## config.mk

```make
export PLATFORM = sky130hd
export DESIGN_NAME = fifo_wr_arbiter
export DESIGN_NICKNAME = d
export VERILOG_FILES = /design/src/rtl/fifo_wr_arbiter.sv
export SDC_FILE = /design/constraint.sdc
export NUM_CORES = 1
export LEC_CHECK = 0
export CORE_ASPECT_RATIO = 0.8
export CORE_MARGIN = 2
export CORE_UTILIZATION = 40
export DETAILED_ROUTE_END_ITERATION = 8
export PLACE_DENSITY = 0.8
export SYNTH_ARGS = -nofsm -noshare
export SYNTH_HDL_FRONTEND = slang
export SYNTH_SLANG_ARGS = --single-unit
```

## constraint.sdc

```tcl
create_clock -name wclk -period 2.1 [get_ports wclk]
set_input_delay 0.525 -clock wclk [delete_from_list [all_inputs] [get_ports wclk]]
set_output_delay 0.525 -clock wclk [all_outputs]
set_load 0.05 [all_outputs]
```

## src/rtl/fifo_wr_arbiter.sv

```systemverilog
// fifo_wr_arbiter: round-robin write-port arbiter for dual_clk_fifo (wclk domain).
// Shares the single FIFO write port between NREQ requesters, with a per-grant
// burst limit. Every write is gated by wfull. Grant, winc and wdata are
// combinational from the registered state so that wfull reaches winc in the
// same cycle.
module fifo_wr_arbiter #(
  parameter int unsigned DSIZE = 8,
  parameter int unsigned NREQ  = 4,
  parameter int unsigned BURST = 4,
  localparam int unsigned OW   = (NREQ > 1) ? $clog2(NREQ) : 1
) (
  input  logic                    wclk,
  input  logic                    wrst_n,
  input  logic [NREQ-1:0]         req,
  input  logic [NREQ*DSIZE-1:0]   req_data,
  input  logic                    wfull,
  output logic [NREQ-1:0]         gnt,
  output logic                    winc,
  output logic [DSIZE-1:0]        wdata,
  output logic                    busy,
  output logic [OW-1:0]           owner,
  output logic [15:0]             wr_count
);

  localparam int unsigned   BW        = (BURST > 1) ? $clog2(BURST) : 1;
  localparam logic [OW-1:0] LAST_IDX  = OW'(NREQ - 1);
  localparam logic [BW-1:0] LAST_BEAT = BW'(BURST - 1);

  typedef enum logic {IDLE, OWN} state_t;

  state_t          state, state_nxt;
  logic [OW-1:0]   owner_nxt;
  logic [OW-1:0]   ptr, ptr_nxt;
  logic [OW-1:0]   ptr_rel;
  logic [BW-1:0]   beat, beat_nxt;
  logic [15:0]     wr_count_nxt;
  logic [NREQ-1:0] own_onehot;
  logic            owner_req;
  logic            any_req;
  logic            xfer;
  logic            release_own;
  logic [OW-1:0]   pick_idle;
  logic [OW-1:0]   pick_rel;

  // First requesting index scanning start, start+1, ... modulo NREQ.
  function automatic logic [OW-1:0] rr_pick(input logic [NREQ-1:0] r,
                                            input logic [OW-1:0]   start);
    logic [OW-1:0] sel;
    logic          found;
    int unsigned   idx;
    sel   = '0;
    found = 1'b0;
    for (int unsigned i = 0; i < NREQ; i++) begin
      idx = (32'(start) + i) % NREQ;
      if (!found && (((r >> idx) & NREQ'(1)) != '0)) begin
        sel   = OW'(idx);
        found = 1'b1;
      end
    end
    return sel;
  endfunction

  // Decode the owner index and derive the grant-side qualifiers.
  always_comb begin
    own_onehot = '0;
    for (int unsigned i = 0; i < NREQ; i++) begin
      own_onehot[i] = (owner == OW'(i));
    end
    owner_req = |(req & own_onehot);
    any_req   = |req;
    ptr_rel   = (owner == LAST_IDX) ? '0 : owner + OW'(1);
    pick_idle = rr_pick(req, ptr);
    pick_rel  = rr_pick(req, ptr_rel);
  end

  // Write-port drive: only the owner may write, never while the FIFO is full.
  always_comb begin
    gnt   = '0;
    wdata = '0;
    if (state == OWN && !wfull) begin
      gnt = req & own_onehot;
    end
    for (int unsigned i = 0; i < NREQ; i++) begin
      if (gnt[i]) begin
        wdata = wdata | req_data[i*DSIZE +: DSIZE];
      end
    end
    xfer = |gnt;
    winc = xfer;
    busy = (state == OWN);
  end

  // Ownership next-state: burst accounting, release and zero-bubble handoff.
  always_comb begin
    state_nxt    = state;
    owner_nxt    = owner;
    ptr_nxt      = ptr;
    beat_nxt     = beat;
    wr_count_nxt = wr_count;
    release_own  = 1'b0;

    if (xfer) begin
      wr_count_nxt = wr_count + 16'd1;
    end

    case (state)
      IDLE: begin
        if (any_req) begin
          state_nxt = OWN;
          owner_nxt = pick_idle;
          beat_nxt  = '0;
        end
      end
      OWN: begin
        release_own = (xfer && (beat == LAST_BEAT)) || !owner_req;
        if (release_own) begin
          ptr_nxt  = ptr_rel;
          beat_nxt = '0;
          if (any_req) begin
            owner_nxt = pick_rel;
          end else begin
            state_nxt = IDLE;
          end
        end else if (xfer) begin
          beat_nxt = beat + BW'(1);
        end
      end
      default: begin
        state_nxt = IDLE;
      end
    endcase
  end

  // State register; reset clears ownership so all write-port outputs drop at once.
  always_ff @(posedge wclk or negedge wrst_n) begin
    if (!wrst_n) begin
      state    <= IDLE;
      owner    <= '0;
      ptr      <= '0;
      beat     <= '0;
      wr_count <= '0;
    end else begin
      state    <= state_nxt;
      owner    <= owner_nxt;
      ptr      <= ptr_nxt;
      beat     <= beat_nxt;
      wr_count <= wr_count_nxt;
    end
  end

endmodule

```

==> flow_metrics.tcl <==
set metrics [dict create \
    fin_util 0.838 \
    drt_first_pass_iters 4 \
    preCtsSetupSlack_ns -0.412 \
    worstHoldPathCells 1 \
    yosysTopAreaCell "dfrtp_1" \
    finalSetupViolCount 11 \
    cts_tree "done" \
    path_cells "ha_4 -> nand2_4 -> nor2_4 -> buf_12 -> a22oi_2 -> nand2_4 -> buf_12" \
    htree_levels 1 \
    place.gp.congestion 0.836 \
    core_area_um2 3420 \
    synth_edf_count 0 \
    period_share 1.05 \
    tightest_slew_ns 0.502 \
    finish.instance_area_um2 2870 \
    fin_worst_skew_ns 0.00546 \
    overflow 0 \
    pwr-share-clk 0.091 \
    synthTopCellsByArea "dfrtp_1 40%, a22oi_1 8.4%, xnor2_1 8.0%, ha_1 5.3%, nand2_1 5.3%" \
    comb_power_share 0.667 \
    maxCapViolations 0 \
    clk_path_buf_depth 2 \
    drt_iter0_markers 44 \
    synth.most_common_cell "dfrtp_1" \
    row_count 19 \
    dieWidth_um 70.8 \
    layout-drive-gt1-share 0.417 \
    rrSetupSlack_ns 0.08 \
    clock-sinks 23 \
    crit_fanout 9 \
    ir_worst_vdd_uv 1190 \
    routed_wl_mm 4.83 \
    synth_common_cells "23 x dfrtp_1, 20 x nand2_1, 16 x a22oi_1" \
    report.final.slew_viol_count 0 \
    arrival_ns 1.68 \
    cp-start-kind "register" \
    holdBufCountCts 0 \
    max_slew_margin 0.664 \
    area_growth_pct 101 \
    end_kind "output pin" \
    yosysSeqAreaShare 0.403 \
    instances_no_fill 289 \
    synthArstFlopShare 1.00 \
    worstSkewPairLatency_ns 0.26 \
    hold_violations 0 \
    tns_ns -0.828 \
    switching_share 0.456 \
    antenna_found_initial 0 \
    die-height_um 57.4 \
    io_buffers 70 \
    dpl-instance-area_um2 2730 \
    p_switching_w 0.00133 \
    syn_avg_cell_area_um2 9.71 \
    rsz0062_at_grt "true" \
    drc 0 \
    rr_worst_depth 9 \
    cp_slowest_cell "dfrtp_4" \
    nets 293 \
    ant_nets 0 \
    dpl.hpwl_mm 3.65 \
    hold_end "wr_count[15]" \
    initial_core_util 0.417 \
    r2r_end "wr_count[11]" \
    ys_warn_count 0 \
    wire_per_inst_um 16.7 \
    synth_flop_cell "dfrtp_1" \
    synth-seq-cells 23 \
    cts_inserted_buffers 3 \
    timing.rr.start "owner[0]" \
    synth_cell_types 34 \
    n_antenna_cell 0 \
    syn-cell-area_um2 1430 \
    path_class "reg -> out" \
    seqPwrFrac 0.242 \
    die-area_um2 4070 \
    grt_pass1_vias 1592 \
    dp_cells 275 \
    max_freq_mhz 453 \
    slowest_delay_ns 0.54 \
    setup_ws_ns -0.109 \
    grt_usage 0.236 \
    root_buffer "clkbuf_8" \
    synth_top_area_frac 0.403 \
    min_from "wr_count[15]" \
    internal_power_w 0.00159 \
    num_vias 1550 \
    via_per_inst 5.36 \
    pin_count 71 \
    power.density_nw_per_um2 1020 \
    violations "negative setup slack" \
    syn_nets 192 \
    clk_pin_slew_worst_paths_ns 0.08 \
    min_path_type "reg -> reg" \
    grt_max_degree 24 \
    min_period_ns 2.21 \
    leakage_nw 1.21 \
    syn_inst 147 \
    status "finished, violations left" \
    cp.required_ns 1.57 \
    grt_pass1_wl_mm 7.65 \
]
==> cell type report <==
type / instances / area, um2
multi-input combinational: 116 / 1070
clock buffer: 3 / 41.3
tap: 42 / 52.6
fill: 191 / 556
clock inverter: 1 / 5.00
sequential: 23 / 582
timing repair buffer: 100 / 1100
inverter: 4 / 20.0
==> what timing repair did <==
item,in CTS,in global routing
pin swaps,12,14
buffers inserted,11,3
resized for setup,14,1
setup endpoints to repair,17,15
==> critical path: cells and delay by family (launching register included) <==
family                   cells  cell delay, ns
AND/OR/NAND/NOR              3            0.20
AO/OA/AOI/OAI                1            0.21
flip-flops                   1            0.54
adder cells (fa/ha/maj)      1            0.19
buffers and inverters        2            0.28
==> per-stage QoR <==
stage	hold WS, ns	power, W
after detailed placement	0.463	0.00257
after global routing	0.538	0.00307
after floorplan	0.229	0.00182
final	0.471	0.00293
after global placement	0.462	0.00249
after CTS	0.477	0.00290
==> power groups by stage <==
| stage | Sequential, W | Clock, W | Combinational, W |
|---|---|---|---|
| after floorplan | 0.000922 | 0 | 0.000896 |
| final | 0.000707 | 0.000266 | 0.00195 |
| after global routing | 0.000722 | 0.000288 | 0.00206 |
| after global placement | 0.000698 | 0 | 0.00179 |
| after CTS | 0.000704 | 0.000268 | 0.00193 |
| after detailed placement | 0.000714 | 0 | 0.00186 |
==> logic make-up after synthesis <==
kind of cell	after synthesis	share of synthesized area
AOI/OAI and AO/OA	32	0.174
xor gates and xnor gates	15	0.0920
muxes	4	0.0315
adders and majority gates	6	0.0526
and+or+nand+nor	59	0.216
DFF	23	0.403
buffers and inverters	8	0.0298
==> sequential cells by signal, indices dropped and copies added, names as in the netlist <==
register / count
busy: 1
wr_count: 16
ptr: 2
beat: 2
owner: 2
==> how the worst max path moves through the flow <==
stage                  start           end  cells past startpoint
floorplan           owner[0]  wr_count[11]                      8
global placement       wfull      wdata[3]                      8
detailed placement     wfull      wdata[5]                      8
CTS                 owner[0]      wdata[5]                      7
global route        owner[0]      wdata[5]                      7
finish              owner[0]      wdata[5]                      7
==> cells in the final DEF (no fill, tap or decap), drive strengths merged <==
master and count:
nand4 6, clkbuf 3, xor2 2, o31ai 1, buf 51, dfrtp 23, a32o 1, clkdlybuf4s50 44
a41oi 1, and3b 1, nor3 2, o32ai 1, xnor2 13, inv 4, dlygate4sd2 4, a21oi 5
a2111o 1, mux2 4, o21ai 2, ha 6, nand2b 5, nand3 6, o21bai 1, a22oi 16
nor2 7, a31oi 2, and3 3, clkinv 1, or2b 2, nand4b 1, and4 4, nor4 1
clkdlybuf4s15 1, nand2 21, a211o 1
==> metal layers <==
layer / GRT usage / share of wire / vias up
li1: - / - / 744
met1: 0.308 / 0.44 / 736
met2: 0.441 / 0.50 / 68
met3: 0.0283 / 0.055 / 2
met4: 0.0162 / 0.0017 / 0
met5: 0 / 0 / -
Note: power is estimated with default switching activity, not from simulation.
